$ cat config.mk
export PLATFORM = sky130hd
export DESIGN_NAME = latch_bank_writer
export DESIGN_NICKNAME = d
export VERILOG_FILES = /design/src/rtl/latch_bank_writer.sv
export SDC_FILE = /design/constraint.sdc
export NUM_CORES = 1
export LEC_CHECK = 0
export CORE_MARGIN = 3
export CORE_UTILIZATION = 40
export DETAILED_ROUTE_END_ITERATION = 8
export MAX_ROUTING_LAYER = met4
export PLACE_DENSITY = 0.69
export RECOVER_POWER = 100
export SYNTH_ARGS = -nofsm -noshare
export SYNTH_HDL_FRONTEND = slang
export SYNTH_SLANG_ARGS = --single-unit
$ cat constraint.sdc
create_clock -name clk -period 2.05 [get_ports clk]
set_clock_uncertainty 0.1 [all_clocks]
set_input_delay 0.5125 -clock clk [delete_from_list [all_inputs] [get_ports clk]]
set_output_delay 0.5125 -clock clk [all_outputs]
set_load 0.05 [all_outputs]
$ cat src/rtl/latch_bank_writer.sv
// Write initiator for a bank of level-sensitive D latches: setup / strobe / hold sequencing around a one-hot enable.
// Optional macro READBACK_CHECK_EN adds a Q readback compare (lat_q in, rb_err out).
module latch_bank_writer #(
    parameter int W       = 8,
    parameter int N       = 4,
    parameter int AW      = 2,
    parameter int T_SETUP = 1,
    parameter int T_PULSE = 2,
    parameter int T_HOLD  = 1
) (
    input  logic          clk,
    input  logic          rst_n,
    input  logic          in_valid,
    output logic          in_ready,
    input  logic [AW-1:0] in_addr,
    input  logic [W-1:0]  in_data,
    output logic [W-1:0]  lat_d,
    output logic [N-1:0]  lat_en,
    output logic          busy,
    output logic          done,
    output logic          addr_err
`ifdef READBACK_CHECK_EN
    ,
    input  logic [N*W-1:0] lat_q,
    output logic           rb_err
`endif
);

    localparam logic [1:0] S_IDLE   = 2'd0;
    localparam logic [1:0] S_SETUP  = 2'd1;
    localparam logic [1:0] S_STROBE = 2'd2;
    localparam logic [1:0] S_HOLD   = 2'd3;

    logic [1:0]    r_state;
    logic [7:0]    r_cnt;
    logic [AW-1:0] r_addr;
    logic [N-1:0]  w_onehot;
    logic          w_addr_ok;
    logic          w_cnt_last;

    assign in_ready   = (r_state == S_IDLE);
    assign busy       = (r_state != S_IDLE);
    assign w_cnt_last = (r_cnt == 8'd1);

    // Decoding by equality means an out-of-range address yields an all-zero enable.
    always_comb begin
        w_onehot = '0;
        for (int i = 0; i < N; i++) begin
            if (32'(r_addr) == i) w_onehot[i] = 1'b1;
        end
    end
    assign w_addr_ok = |w_onehot;

    always_ff @(posedge clk) begin
        if (in_valid && in_ready) r_addr <= in_addr;
    end

    always_ff @(posedge clk or negedge rst_n) begin
        if (!rst_n) begin
            r_state  <= S_IDLE;
            r_cnt    <= 8'd0;
            lat_d    <= '0;
            lat_en   <= '0;
            done     <= 1'b0;
            addr_err <= 1'b0;
        end else begin
            done     <= 1'b0;
            addr_err <= 1'b0;
            case (r_state)
                S_IDLE: begin
                    if (in_valid) begin
                        r_state <= S_SETUP;
                        r_cnt   <= 8'(T_SETUP);
                        lat_d   <= in_data;
                    end
                end
                S_SETUP: begin
                    if (w_cnt_last) begin
                        r_state <= S_STROBE;
                        r_cnt   <= 8'(T_PULSE);
                        lat_en  <= w_onehot;
                    end else begin
                        r_cnt <= r_cnt - 8'd1;
                    end
                end
                S_STROBE: begin
                    if (w_cnt_last) begin
                        r_state <= S_HOLD;
                        r_cnt   <= 8'(T_HOLD);
                        lat_en  <= '0;
                    end else begin
                        r_cnt <= r_cnt - 8'd1;
                    end
                end
                S_HOLD: begin
                    if (w_cnt_last) begin
                        r_state  <= S_IDLE;
                        done     <= 1'b1;
                        addr_err <= ~w_addr_ok;
                    end else begin
                        r_cnt <= r_cnt - 8'd1;
                    end
                end
                default: r_state <= S_IDLE;
            endcase
        end
    end

`ifdef READBACK_CHECK_EN
    logic [W-1:0] w_q_sel;

    always_comb begin
        w_q_sel = '0;
        for (int i = 0; i < N; i++) begin
            if (32'(r_addr) == i) w_q_sel = lat_q[i*W +: W];
        end
    end

    // lat_d is frozen from accept through HOLD, so it serves as the registered write data.
    always_ff @(posedge clk or negedge rst_n) begin
        if (!rst_n) begin
            rb_err <= 1'b0;
        end else begin
            rb_err <= (r_state == S_HOLD) && w_cnt_last && w_addr_ok && (w_q_sel != lat_d);
        end
    end
`else
    // Without readback there is nothing further to compare.
`endif

endmodule

==> flow_summary.toml, run 1 <==
[status]
status = "finished, final reports clean"

[critical_path]
reg2reg_from = "r_cnt[1]$_DFFE_PN0P_"
cp-end-kind = "flip-flop"
cp_max_fo = 5
startpoint = "r_cnt[1]$_DFFE_PN0P_"
criticalPathCategory = "reg -> reg"
crit_path_start_kind = "flip-flop"
arrival_ps = 2070
cp.required_ps = 2150

[floorplan]
num_rows = 19
die_h_um = 62.82
start_util_pct = 44.16
die_area_um2 = 3946
ios = 29
coreArea_um2 = 2924
fp.dieW_um = 62.82

[sta]
period_needed_ps = 1964
slew_violations = 0
rsz0062_at_grt = "no"
max_slew.worst_pin.slew_ps = 610.2
worst_slack_ps = 86.21
finalHoldViolations = 0
period_share_pct = 95.79
max-slew-margin-rel_pct = 59.50
setup_viol = 0
fmax_mhz = 509.2

[worst_hold_path]
min_path_type = "reg -> reg"
hp-start = "lat_d[6]$_DFFE_PN0P_"

[drt]
firstDrtPassIters = 4
totalWireLength_um = 2714
drc = 0
wire_per_inst_um = 14.06
vias_per_cell = 5.114
antenna_left = 0
drt_iter0_drc = 27
via_count = 987

[clock_network]
cts_tree = "yes"
insertion_delay_ps = 310
cts_buffers = 3
ctsHtreeMaxLevel = 1
clock_sinks = 26
clockBufferDepth = 2
path_clk_slew_ps = 140
cts-root-buf = "clkbuf_4"

[logic_synthesis]
ys_types = 40
synthArstFlopShare_pct = 92.31
synth_top_area_share_pct = 46.51
netlist_instances = 112
yosys_warnings = 0
ys_seq_area_share_pct = 51.16
synth_top_cell_by_area = "dfrtp_1"
ys_ff_latch = 26
syn_nets = 131
synth.avg_cell_area_um2 = 11.53
synth_edf_count = 2
synth_area_leaders = "dfrtp_1 47%, mux2_2 7.8%, ha_1 5.8%"
synthFlopType = "dfrtp_1"
synth_area_um2 = 1291

[global_routing]
grt_use_total_pct = 14.61
grt_pass1_wl_um = 4512
grt_pass1_vias = 1000
overflow = 0
grt_max_degree = 25
antenna_found_initial = 0

[place]
gp_congestion = 0.7808
port_buffers = 28
dp_cells = 184
dpl.hpwl_um = 2035
pre_cts_ws_ps = -19.04

[layout]
antenna-diode-count = 0
drive_gt1_share_pct = 23.18
final_common_cell = "dfrtp_1"
mostFrequentLayoutCells = "24 x dfrtp_1, 14 x clkbuf_1, 10 x nor2_1"
area_growth_pct = 26.16
final_nets = 171
final-instance-count-excl-fill = 193

[job]
maxCapViolCount = 0
repair_timing:
| item | 4_1_cts | 5_1_grt |
|---|---|---|
| pin swaps | 0 | 2 |
| gates resized for setup | 2 | 1 |
| hold buffers | 0 | 0 |
| buffers inserted | 0 | 5 |
| setup endpoints to repair | 3 | 7 |
metal layers:
metal,routed length [um],global-route usage (%)
met2,1369,23.83
met4,33,6.612
met5,0,-
met1,1206,18.04
met3,104,1.978
path summary, 6_finish.rpt:
kind,endpoint,slack [ps],cells past startpoint
max,r_cnt[3]$_DFFE_PN0P_,90,7
min,lat_d[6]$_DFFE_PN0P_,420,1
max reg2reg,r_cnt[3]$_DFFE_PN0P_,90,7
min reg2reg,lat_d[6]$_DFFE_PN0P_,420,1
max in group asynchronous,lat_en[1]$_DFFE_PN0P_,850,2
min in group asynchronous,r_cnt[3]$_DFFE_PN0P_,600,2
logic make-up after synthesis:
| family | share of synthesized area (%) |
|---|---|
| xor+xnor | 0.6784 |
| buf+inv | 3.875 |
| fa+ha+maj | 5.814 |
| compound gates | 14.92 |
| other cells | 0.2904 |
| flops | 51.16 |
| simple gates | 14.63 |
| mux | 8.624 |
final cells by class:
class	count	area, um^2
inverters	9	33.78
flip-flops and latches	26	660.6
repair buffers	37	260.3
well taps	42	52.55
clock buffers	3	22.52
clock inverters	1	3.754
multi-input cells	75	595.6
fillers	262	1295
state kept, by name, summed over array words and instances (netlist names):
| name | flops |
|---|---|
| done | 1 |
| r_cnt | 8 |
| r_state | 2 |
| addr_err | 1 |
| lat_en | 4 |
| r_addr | 2 |
| lat_d | 8 |
through the flow:
step / util, % / hold slack [ps] / instance area (um^2) / setup TNS [ps]
6_report: 55.71 / 416.7 / 1629 / 0
5_1_grt: 55.71 / 452.4 / 1629 / 0
4_1_cts: 57.08 / 426.0 / 1669 / 0
3_5_place_dp: 55.58 / 395.0 / 1625 / -24.97
3_3_place_gp: 55.58 / 389.5 / 1625 / 0
2_1_floorplan: - / 116.9 / 1294 / 0
critical path: stages, from the launching register on:
cell	delay [ps]
dfrtp_1	410
inv_1	90
ha_1	200
or4bb_4	500
o21ai_2	200
clkbuf_2	180
or4b_1	110
a21oi_1	60
Yosys cell counts, drive strengths merged, types with 2 or more instances:
master and n:
nand2 6, nor2 10, o41ai 2, edfxtp 2, buf 2, a21oi 6
o32a 2, o21ai 7, a32oi 2, inv 9, nand3 2, or3 3
dfrtp 24, ha 6, mux2 9, or4b 2
Power of run 1 is left out: the tool's default activity adds up to more than one toggle a clock period on the data nets, which glitch-free logic cannot reach.
==> run 2: changes to the inputs <==
CORE_UTILIZATION = 38   (was 40)
PLACE_DENSITY = 0.66   (was 0.69)
==> run 2 against run 1 <==
Against the previous run:
- final cell count up 2.6%
- die area up 4.8%
- global-route usage down 0.31 points
- sequential share of layout area down 1.5 points
- worst hold slack better by 9.6 ps
- non-clock buffer count up 3
==> flow_summary.toml, run 2 (synthesis results as in run 1) <==
[floorplan]
start_util_pct = 40.95
ios = 29
fp.dieW_um = 64.29
die_area_um2 = 4133
coreArea_um2 = 3153
num_rows = 20
die_h_um = 64.29

[power_and_ir_drop]
peakVddDrop_mv = 0.8868
p_per_area_nw_per_um2 = 1818
power_uw = 3078
leakagePower_uw = 0.0007248

[drt]
wl_met3_um = 134
highest_layer = "met4"
via_count = 1026
firstDrtPassIters = 4
totalWireLength_um = 2655
vias_per_cell = 5.182
antenna_left = 0
wire_per_inst_um = 13.41
drt_iter0_drc = 16
drt-met1-wl_um = 1206
drc = 0
wl_met2_um = 1285

[layout]
fin_util_pct = 53.69
seqCellArea_um2 = 660.6
drive_gt1_share_pct = 26.62
mostFrequentLayoutCells = "24 x dfrtp_1, 15 x clkbuf_1, 11 x buf_4, 10 x nor2_1"
antenna-diode-count = 0
design_area_um2 = 1693
final_nets = 174
n_fill_cell = 301
area_growth_pct = 31.10
reg_top3 = "lat_d: 8 flops, r_cnt: 8 flops, lat_en: 4 flops"
final_common_cell = "dfrtp_1"
multi_input_area_um2 = 616.8

[critical_path]
cp.required_ps = 2200
cpPeakStageDelay_ps = 490
cp_max_fo = 8
slowest_stage = "or4b_1"
path_cells = "inv_1 -> ha_4 -> or2b_2 -> o21ai_4 -> buf_4 -> or4b_1 -> a21oi_1"
arrival_ps = 2130
cp-end-kind = "flip-flop"
criticalPathCategory = "reg -> reg"
crit_path_start_kind = "flip-flop"

[job]
maxCapViolCount = 0

[sta]
max_slew.worst_pin.slew_ps = 605.3
slew_violations = 0
max-slew-margin-rel_pct = 59.65
fmax_mhz = 505.5
period_needed_ps = 1978
fin_setup_tns_ps = 0
setup_viol = 0
finalHoldViolations = 0
period_share_pct = 96.51

[worst_hold_path]
min_path_type = "reg -> reg"

[global_routing]
grt_pass1_vias = 1037
grt_use_total_pct = 14.30
overflow = 0
antenna_found_initial = 0
grt_max_degree = 25
grt_pass1_wl_um = 4650

[clock_network]
insertion_delay_ps = 320
cts_buffers = 3
ctsHtreeMaxLevel = 1
clock_sinks = 26
cts_tree = "yes"
cts-root-buf = "clkbuf_4"
clockBufferDepth = 2
path_clk_slew_ps = 130

[place]
port_buffers = 28
dpl.hpwl_um = 1954
placed_area_um2 = 1635
gp_congestion = 0.7774

[status]
status = "finished, final reports clean"
[run 2: changes by cell type in the layout (fill, tap and decap cells not counted), sizes merged]
cell / previous run / this run
clkinv: 1 / 0
clkbuf: 20 / 19
buf: 8 / 13
[run 2: stage by stage]
stage / setup slack (ps) / hold WS, ps / cells
finish: 71.58 / 426.3 / 198
global route: -17.83 / 448.2 / 198
CTS: 9.239 / 427.4 / 191
global placement: 6.434 / 389.6 / 187
detailed placement: -61.34 / 395.3 / 187
floorplan: 146.6 / 116.9 / 112
[run 2: worst paths after layout]
check                      cells after the start              startpoint                    to  slack, ps
min                                            1    lat_d[1]$_DFFE_PN0P_  lat_d[1]$_DFFE_PN0P_        430
max reg2reg                                    7  r_state[1]$_DFFE_PN0P_  r_cnt[7]$_DFFE_PN0P_         70
max                                            7  r_state[1]$_DFFE_PN0P_  r_cnt[7]$_DFFE_PN0P_         70
min reg2reg                                    1    lat_d[1]$_DFFE_PN0P_  lat_d[1]$_DFFE_PN0P_        430
max in group asynchronous                      2                   rst_n  lat_d[1]$_DFFE_PN0P_        850
min in group asynchronous                      2                   rst_n  r_cnt[3]$_DFFE_PN0P_        610
[run 2: what timing repair did]
item                       CTS  global route
setup endpoints to repair    3             8
pin swaps                    0             6
hold buffers                 0             0
buffers inserted             0             7
gates resized for setup      1             8
[run 2: where the power goes]
group | internal [uW] | total, uW | switching [uW]
clock | 76.2 | 224 | 148
combinational | 784 | 1970 | 1180
sequential | 726 | 888 | 162
[run 2: layer usage]
metal	track usage [%]	up-vias
met2	24.36	37
li1	-	492
met3	1.933	4
met5	-	-
met1	17.48	493
met4	4.749	0
[run 2: worst max-delay path: cells and delay by family, from the launching register on]
kind	cells	cell delay [ps]
and+or+nand+nor	2	700
adders and majority gates	1	200
DFF	1	420
AOI/OAI and AO/OA	2	240
buffers and inverters	2	240
[run 2: layout make-up]
| type | count | share of cell area (%) |
|---|---|---|
| Sequential cell | 26 | 39.02 |
| Multi-Input combinational cell | 75 | 36.44 |
| Timing Repair Buffer | 40 | 17.74 |
| Tap cell | 44 | 3.252 |
| Inverter | 9 | 1.996 |
| Clock buffer | 4 | 1.552 |
Note: power is estimated with default switching activity, not from simulation.
==> run 3: changes to the inputs <==
ABC_AREA = 1   (was not set)
CORE_UTILIZATION = 50   (was 38)
HOLD_SLACK_MARGIN = 0.1   (was not set)
PLACE_DENSITY = 0.81   (was 0.66)
==> run 3 against run 2 <==
Against the previous run:
- synthesized cell count grew 54%
- final cell count grew 19%
- critical path depth shrank 3
- clock power increased by 3%
- design area decreased by 2.2%
- setup slack better by 52 ps
- wire length increased by 5.3%
- die area down 16%
- worst hold slack lost 31 ps
- sequential power down 41%
- non-clock buffer count shrank 9
- area after synthesis up 7.8%
==> flow_summary.toml, run 3 <==
[layout]
area_growth_pct = 18.98
antenna-diode-count = 0
mostFrequentLayoutCells = "58 x nand2_1, 24 x dfrtp_1, 18 x nor2_1, 17 x inv_1, 15 x clkbuf_1"
final_common_cell = "nand2_1"
drive_gt1_share_pct = 13.59
reg_top3 = "lat_d: 8 flops, r_cnt: 8 flops, lat_en: 4 flops"
final_nets = 226

[sta]
setup_viol = 0
finalHoldViolations = 0
rsz0062_at_grt = "no"
period_share_pct = 93.98
max_slew.worst_pin.slew_ps = 606.5
fin_setup_tns_ps = 0
worst_slack_ps = 123.4
max-slew-margin-rel_pct = 59.74
fmax_mhz = 519.1
period_needed_ps = 1927
slew_violations = 0

[global_routing]
use_met2_pct = 33.12
gr-max-usage-layer = "met2"
grt_pass1_wl_um = 5085
grt_use_total_pct = 19.69
grt_pass1_vias = 1184
use_met1_pct = 24.79
overflow = 0
use_met3_pct = 2.193
antenna_found_initial = 0
grt_max_degree = 25

[power_and_ir_drop]
combPwrFrac_pct = 4.5
netSwitchingFraction_pct = 21.72
p_clk_share_pct = 29.3
p_per_area_nw_per_um2 = 474.7
leakagePower_uw = 0.0008385
p_int_uw = 615.1
switchingPower_uw = 170.7
peakVddDrop_mv = 0.3336
seqPwrFrac_pct = 66.1

[drt]
drt_iter0_drc = 37
wire_per_inst_um = 11.85
firstDrtPassIters = 4
vias_per_cell = 4.996
antenna_left = 0
drc = 0
via_count = 1179
totalWireLength_um = 2796

[floorplan]
die_h_um = 58.75
num_rows = 18
die_area_um2 = 3452
ios = 29
fp.dieW_um = 58.75
coreArea_um2 = 2567
start_util_pct = 54.19

[logic_synthesis]
netlist_top_cells_count = "57 x nand2_1, 24 x dfrtp_1, 17 x inv_1, 17 x nor2_1, 9 x nand3_1"
yosys_warnings = 0
synth_top_area_share_pct = 43.17
synthArstFlopShare_pct = 92.31
netlist_instances = 173
synth_area_leaders = "dfrtp_1 43%, nand2_1 15%, ha_1 5.4%"
synth.most_common_cell = "nand2_1"
syn_nets = 192
synth_top_cell_by_area = "dfrtp_1"
ys_types = 26
synth.avg_cell_area_um2 = 8.042
ys_ff_latch = 26
synth_edf_count = 2
ys_seq_area_share_pct = 47.48
synth_area_um2 = 1391
synthFlopType = "dfrtp_1"

[clock_network]
ctsHtreeMaxLevel = 1
clock_sinks = 26
insertion_delay_ps = 320
cts_setup_buffers = 0
cts_buffers = 3
postCtsHoldBufs = 0
clockBufferDepth = 2
cts_tree = "yes"
cts-root-buf = "clkbuf_4"
path_clk_slew_ps = 140
cts_resized = 0

[critical_path]
path_buf_inv = 3
slowest_stage = "dfrtp_1"
cp.required_ps = 1440
path_cells = "inv_1 -> ha_4 -> inv_2 -> clkbuf_8"
crit_path_start_kind = "flip-flop"
cp-end-kind = "output port"
criticalPathCategory = "reg -> out"
cpPeakStageDelay_ps = 440
cp_max_fo = 6
arrival_ps = 1310
path_delay_family = "flip-flops"

[place]
pre_cts_ws_ps = 251.2
gp_congestion = 0.8689
dpl.hpwl_um = 2169
port_buffers = 28

[job]
maxCapViolCount = 0

[worst_hold_path]
min_path_type = "reg -> reg"

[status]
status = "finished, final reports clean"
-- run 3: cell count changes after synthesis, sizes merged, moves of 4 or more --
cell	previous run	this run
o31ai	0	4
nand3	2	11
a21oi	6	2
mux2	9	0
inv	9	24
o21ai	7	3
nand2	6	63
nand4	0	6
nor2	10	21
-- run 3: layer usage --
| layer | part of all wire [%] | vias to the layer above | routed length, um |
|---|---|---|---|
| li1 | - | 601 | - |
| met1 | 49 | 547 | 1357 |
| met2 | 47 | 27 | 1306 |
| met3 | 3.8 | 4 | 106 |
| met4 | 0.89 | 0 | 25 |
| met5 | 0 | - | 0 |
-- run 3: worst reg2reg max path, delay by kind of cell (launching register included) --
kind	cells	cell delay, ps
simple gates	7	980
fa+ha+maj	1	200
flops	1	410
buf+inv	1	110
-- run 3: cell families after synthesis --
group	count (synthesis)	synth area share (%)
other cells	1	0.2695
compound gates	9	4.227
fa+ha+maj	6	5.396
buf+inv	28	8.273
simple gates	103	34.35
flops	26	47.48
-- run 3: area by class of cell --
class,count,area (um^2)
Clock buffer,4,26.28
Fill cell,246,912.1
Inverter,26,98.84
Multi-Input combinational cell,119,605.6
Sequential cell,26,660.6
Tap cell,30,37.54
Timing Repair Buffer,31,226.5
-- run 3: power groups by stage --
stage               clock (uW)  sequential, uW  combinational (uW)
floorplan                    0             533               0.169
global placement             0             529                38.9
detailed placement           0             530                39.8
CTS                        236             520                39.6
global route               258             520                39.7
finish                     230             520                35.7
-- run 3: final timing paths --
check,cells after the start,to,slack [ps],start
setup / recovery,4,busy,120,r_state[1]$_DFFE_PN0P_
hold / removal,2,lat_d[5]$_DFFE_PN0P_,400,lat_d[5]$_DFFE_PN0P_
setup reg to reg,9,r_cnt[3]$_DFFE_PN0P_,160,r_cnt[1]$_DFFE_PN0P_
hold reg to reg,2,lat_d[5]$_DFFE_PN0P_,400,lat_d[5]$_DFFE_PN0P_
max in group asynchronous,2,r_cnt[1]$_DFFE_PN0P_,870,rst_n
min in group asynchronous,2,r_cnt[3]$_DFFE_PN0P_,600,rst_n
-- run 3: per-stage QoR --
stage	utilization [%]	std cells	power (uW)	area, um^2	hold WS [ps]
after CTS	67.84	236	795.9	1742	395.4
after floorplan	-	173	533.5	1394	116.9
after detailed placement	66.81	232	569.4	1715	367.4
after global routing	64.47	236	818.2	1655	430.0
after global placement	66.81	232	568.4	1715	365.6
final	64.47	236	785.8	1655	395.7
==> RTL edit 1: new RTL, config.mk and constraints of run 3 <==
Register the output `addr_err` once more, without a reset; this adds one clock of latency there. The other outputs are not delayed to match.
--- a/src/rtl/latch_bank_writer.sv
+++ b/src/rtl/latch_bank_writer.sv
@@ -31,6 +31,8 @@
     localparam logic [1:0] S_STROBE = 2'd2;
     localparam logic [1:0] S_HOLD   = 2'd3;
 
+    logic addr_err_s0;
+
     logic [1:0]    r_state;
     logic [7:0]    r_cnt;
     logic [AW-1:0] r_addr;
@@ -62,10 +64,10 @@
             lat_d    <= '0;
             lat_en   <= '0;
             done     <= 1'b0;
-            addr_err <= 1'b0;
+            addr_err_s0 <= 1'b0;
         end else begin
             done     <= 1'b0;
-            addr_err <= 1'b0;
+            addr_err_s0 <= 1'b0;
             case (r_state)
                 S_IDLE: begin
                     if (in_valid) begin
@@ -96,7 +98,7 @@
                     if (w_cnt_last) begin
                         r_state  <= S_IDLE;
                         done     <= 1'b1;
-                        addr_err <= ~w_addr_ok;
+                        addr_err_s0 <= ~w_addr_ok;
                     end else begin
                         r_cnt <= r_cnt - 8'd1;
                     end
@@ -128,5 +130,9 @@
     // Without readback there is nothing further to compare.
 `endif
 
+    always_ff @(posedge clk) begin
+        addr_err <= addr_err_s0;
+    end
+
 endmodule
 
Function: same outputs for any inputs over 10 cycles, from zero or initial values and one cycle with rst_n low; that may be too few to reach the edited logic, so the function may still have changed.
==> RTL edit 1 against run 3 <==
- power is 2.4% higher
- area after synthesis is 1.4% higher
- sequential cell count grew 1
- setup slack worse by 0.024 ns
- routed wire length grew 3.8%
- global-route usage rose by 0.42 points
- final area is essentially flat
- maximum frequency decreased by 1.2%
- largest cell class unchanged
==> RTL edit 1: results (changes against run 3) <==
- Status: finished, final reports clean
- Sequential share of the synthesized area: 48.2% (+0.74 points)
- Longest Clk Path Bufs: 2 (unchanged)
- Slowest CP cell: dfrtp_1
- FILL cells: 237 (-3.7%)
- Total GRT Usage: 20.1% (+0.42 points)
- # nets final: 227 (+0.44%)
- Share of cells above drive strength 1: 13.5% (-0.066 points)
- IO Port Bufs: 28 (unchanged)
- Synthesized net count: 193 (+0.52%)
- Worst IR Drop VDD: 0.384 mV (+15%)
- HPWL after DPL: 2.17 mm (about the same)
- Async set or reset register ratio after synthesis: 88.9% (-3.4 points)
- Initial drt markers: 63 (+70%)
- Routed WL: 2.90 mm (+3.8%)
- Placed cell area: 0.00172 mm² (+0.44%)
- Initial antenna violation count: 0 (unchanged)
- DR vias: 1211 (+2.7%)
- Arrival time at the worst endpoint: 1.34 ns (+0.03 ns)
- First-pass GRT wire length: 5.18 mm (+1.9%)
- Worst Tran Pin Value: 0.606 ns (-0.000660 ns)
- Area of the multi-input gates: 606 µm² (unchanged)
- Static leakage: 0.837 nW (-0.17%)
- Final setup fails: 0 (unchanged)
- RePlAce Congestion: 0.928 (+6.7%)
- Worst hold path class: flip-flop to flip-flop
- Synth area leaders: dfrtp_1, nand2_1, ha_1
- Synth unique cells: 27 (+3.8%)
## RTL edit 1: changes by cell type after synthesis
cell            run 3  this run
dfxtp_1             0         1
## RTL edit 1: report_power, final
group          internal, mW  switching [mW]
clock                0.0762           0.153
sequential            0.540        0.000366
combinational        0.0196          0.0163
total                 0.636           0.169
## RTL edit 1: per-stage QoR
| step | instances | worst slack [ns] |
|---|---|---|
| floorplan | 174 | 0.209 |
| global placement | 233 | 0.219 |
| detailed placement | 233 | 0.188 |
| CTS | 237 | 0.0197 |
| global route | 237 | 0.0261 |
| finish | 237 | 0.0993 |
## RTL edit 1: final cells by class
type / instances / share of cell area (%)
Timing Repair Buffer: 31 / 12.5
Clock buffer: 4 / 1.59
Sequential cell: 27 / 41.1
Inverter: 26 / 5.97
Tap cell: 30 / 2.27
Multi-Input combinational cell: 119 / 36.6
## RTL edit 1: critical path, delay by kind of cell (launching register included)
kind | cells | cell delay (ns)
fa+ha+maj | 1 | 0.20
buf+inv | 3 | 0.38
flops | 1 | 0.44
## RTL edit 1: final timing paths
kind,endpoint,slack [ns],cells after the start,from
setup / recovery,busy,0.1,4,r_state[1]
hold / removal,addr_err,0.26,0,addr_err_s0
setup reg to reg,r_cnt[2],0.23,9,r_cnt[1]
hold reg to reg,addr_err,0.26,0,addr_err_s0
max in group asynchronous,lat_d[2],0.86,2,rst_n
min in group asynchronous,r_state[1],0.60,2,rst_n
## RTL edit 1: metal layers
metal	vias up	GRT usage, %	share of wire (%)
li1	601	-	-
met1	570	24.1	44
met2	36	33.4	49
met3	4	2.18	5.1
met4	0	10.0	1.3
met5	-	-	0
## RTL edit 1: logic make-up after synthesis
logic type / after synthesis / synth area share [%]
AND/OR/NAND/NOR: 103 / 33.9
buffers and inverters: 28 / 8.16
flip-flops: 27 / 48.2
AO/OA/AOI/OAI: 9 / 4.17
adder cells (fa/ha/maj): 6 / 5.32
other: 1 / 0.266
==> RTL edit 2: new RTL, config.mk and constraints of run 3 <==
Without the edit above. Add a define of `READBACK_CHECK_EN`.
--- a/src/rtl/latch_bank_writer.sv
+++ b/src/rtl/latch_bank_writer.sv
@@ -1,5 +1,7 @@
 // Write initiator for a bank of level-sensitive D latches: setup / strobe / hold sequencing around a one-hot enable.
 // Optional macro READBACK_CHECK_EN adds a Q readback compare (lat_q in, rb_err out).
+`define READBACK_CHECK_EN
+
 module latch_bank_writer #(
     parameter int W       = 8,
     parameter int N       = 4,
Interface: changed (added lat_q and rb_err); port bits go from 29 to 62. No check against the original RTL was run, so the function may have changed too.
==> RTL edit 2 against run 3 <==
- sequential power increased by 68%
- hold slack got worse by 0.043 ns
- final area increased by 42%
- sequential cell count increased by 1
- area after synthesis increased by 26%
- clock power decreased by 2%
- setup slack got worse by 0.0049 ns
- synthesized cell count increased by 42%
- core utilization increased by 9.0 points
- routed wire length increased by 59%
- power increased to 4.0 times the old value
- sequential share of layout area decreased by 11 points
- count of clock-buffer cells in the layout decreased by 1
==> RTL edit 2: results (changes against run 3) <==
- Met3 routed WL: 422 µm (+300%)
- Hold EP: r_cnt[5]
- Routed WL: 4.44 mm (+59%)
- R2r endpoint: r_cnt[6]
- Max H-tree Level: 1 (unchanged)
- Synthesized net count: 296 (+54%)
- Largest regs: lat_d (8), r_cnt (8), lat_en (4)
- Met3 Use GR: 3.59% (+1.4 points)
- Total GRT Usage: 23.2% (+3.6 points)
- Metal2 WL: 2.01 mm (+54%)
- Status: finished, final reports clean
- Wl on met1: 1.99 mm (+47%)
- Share of power burned in registers: 28.0% (-38 points)
- IO Port Bufs: 61 (+120%)
- Static leakage: 1.18 nW (+41%)
- Share of cells above drive strength 1: 8.31% (-5.3 points)
- Reg2reg setup slack: 0.23 ns (+0.07 ns)
- Placed cell area: 0.00243 mm² (+42%)
- Sequential share of the synthesized area: 39.2% (-8.3 points)
- Synth unique cells: 27 (+3.8%)
- FILL cells: 301 (+22%)
- Synth Area in Compound Gates: 10.7% (+6.4 points)
- Worst slew margin: 57.1% (-2.6 points)
- Hold path start: r_cnt[5]
- Final worst slack: 0.118 ns (-0.00495 ns)
- Delay of the slowest critical-path stage: 0.42 ns (-0.02 ns)
- Pre-CTS setup slack: 0.113 ns (-0.138 ns)
- Reg2reg start: r_state[1]
- Met2 GRT Util: 39.1% (+6.0 points)
- Initial drt markers: 127 (+240%)
- Internal: 1.46 mW (+140%)
- Comb. pwr: 2.03 mW (+5600%)
- Reg clk slew, reported paths: 0.15 ns
- Vias in the first global route: 1701 (+44%)
- Synth Area in Adders: 4.29% (-1.1 points)
- DR vias: 1753 (+49%)
- Hold path cells: 1 (-1)
- R2R cell count: 10 (+1)
- Largest net degree at the start of global routing: 26 (+4.0%)
- RePlAce Congestion: 0.870 (+0.16%)
- Met1 GRT Util: 30.3% (+5.5 points)
- Critical path fanouts, max: 5 (-1)
- # nets final: 365 (+62%)
- Hold Buf Count CTS: 0 (unchanged)
- Synth area leaders: dfrtp_1, nand2_1, inv_1
- Worst IR Drop VDD: 0.975 mV (+190%)
- First-pass GRT wire length: 7.67 mm (+51%)
- Synth cell count leaders: nand2_1, inv_1, nor2_1
[RTL edit 2: changes by cell type after synthesis, sizes merged, moves of 3 or more]
cell	delta
o21ai	+19
inv	+18
nand2	+10
nand3	+10
nor2	+8
nand3b	+6
nand4	-6
o31ai	-4
o32ai	+3
[RTL edit 2: area by class of cell]
class	instances	area share, %
Clock buffer	3	0.956
Inverter	42	6.85
Multi-Input combinational cell	173	36.8
Tap cell	44	2.34
Clock inverter	1	0.213
Sequential cell	27	29.1
Timing Repair Buffer	67	23.8
[RTL edit 2: stage by stage]
stage | utilization [%] | hold WS [ns] | total power [mW] | instances
floorplan | - | 0.117 | 2.44 | 245
finish | 73.5 | 0.352 | 3.13 | 357
global route | 73.5 | 0.381 | 3.43 | 357
CTS | 77.0 | 0.351 | 3.37 | 357
global placement | 75.9 | 0.328 | 3.09 | 352
detailed placement | 75.9 | 0.332 | 3.12 | 352
[RTL edit 2: cells by family (layout without fill, tap and decap cells)]
| kind of cell | count (synthesis) | in the layout |
|---|---|---|
| fa+ha+maj | 6 | 6 |
| compound gates | 31 | 31 |
| other cells | 1 | 1 |
| simple gates | 133 | 133 |
| xor+xnor | 2 | 2 |
| flops | 27 | 27 |
| buf+inv | 45 | 113 |
[RTL edit 2: worst max-delay path by stage]
stage                     from  depth (start not counted)  endpoint
finish              r_state[1]                          3  in_ready
global placement      lat_q[5]                         11    rb_err
CTS                 r_state[0]                          4      busy
detailed placement    lat_q[5]                         11    rb_err
global route        r_state[1]                          4      busy
floorplan           r_state[0]                         10  r_cnt[6]
[RTL edit 2: repair_timing]
item                                    in CTS  in global routing
buffers inserted                             1                  0
endpoints found under the setup margin       1                  6
hold endpoints to repair                     0                  0
gates resized for setup                      0                  2
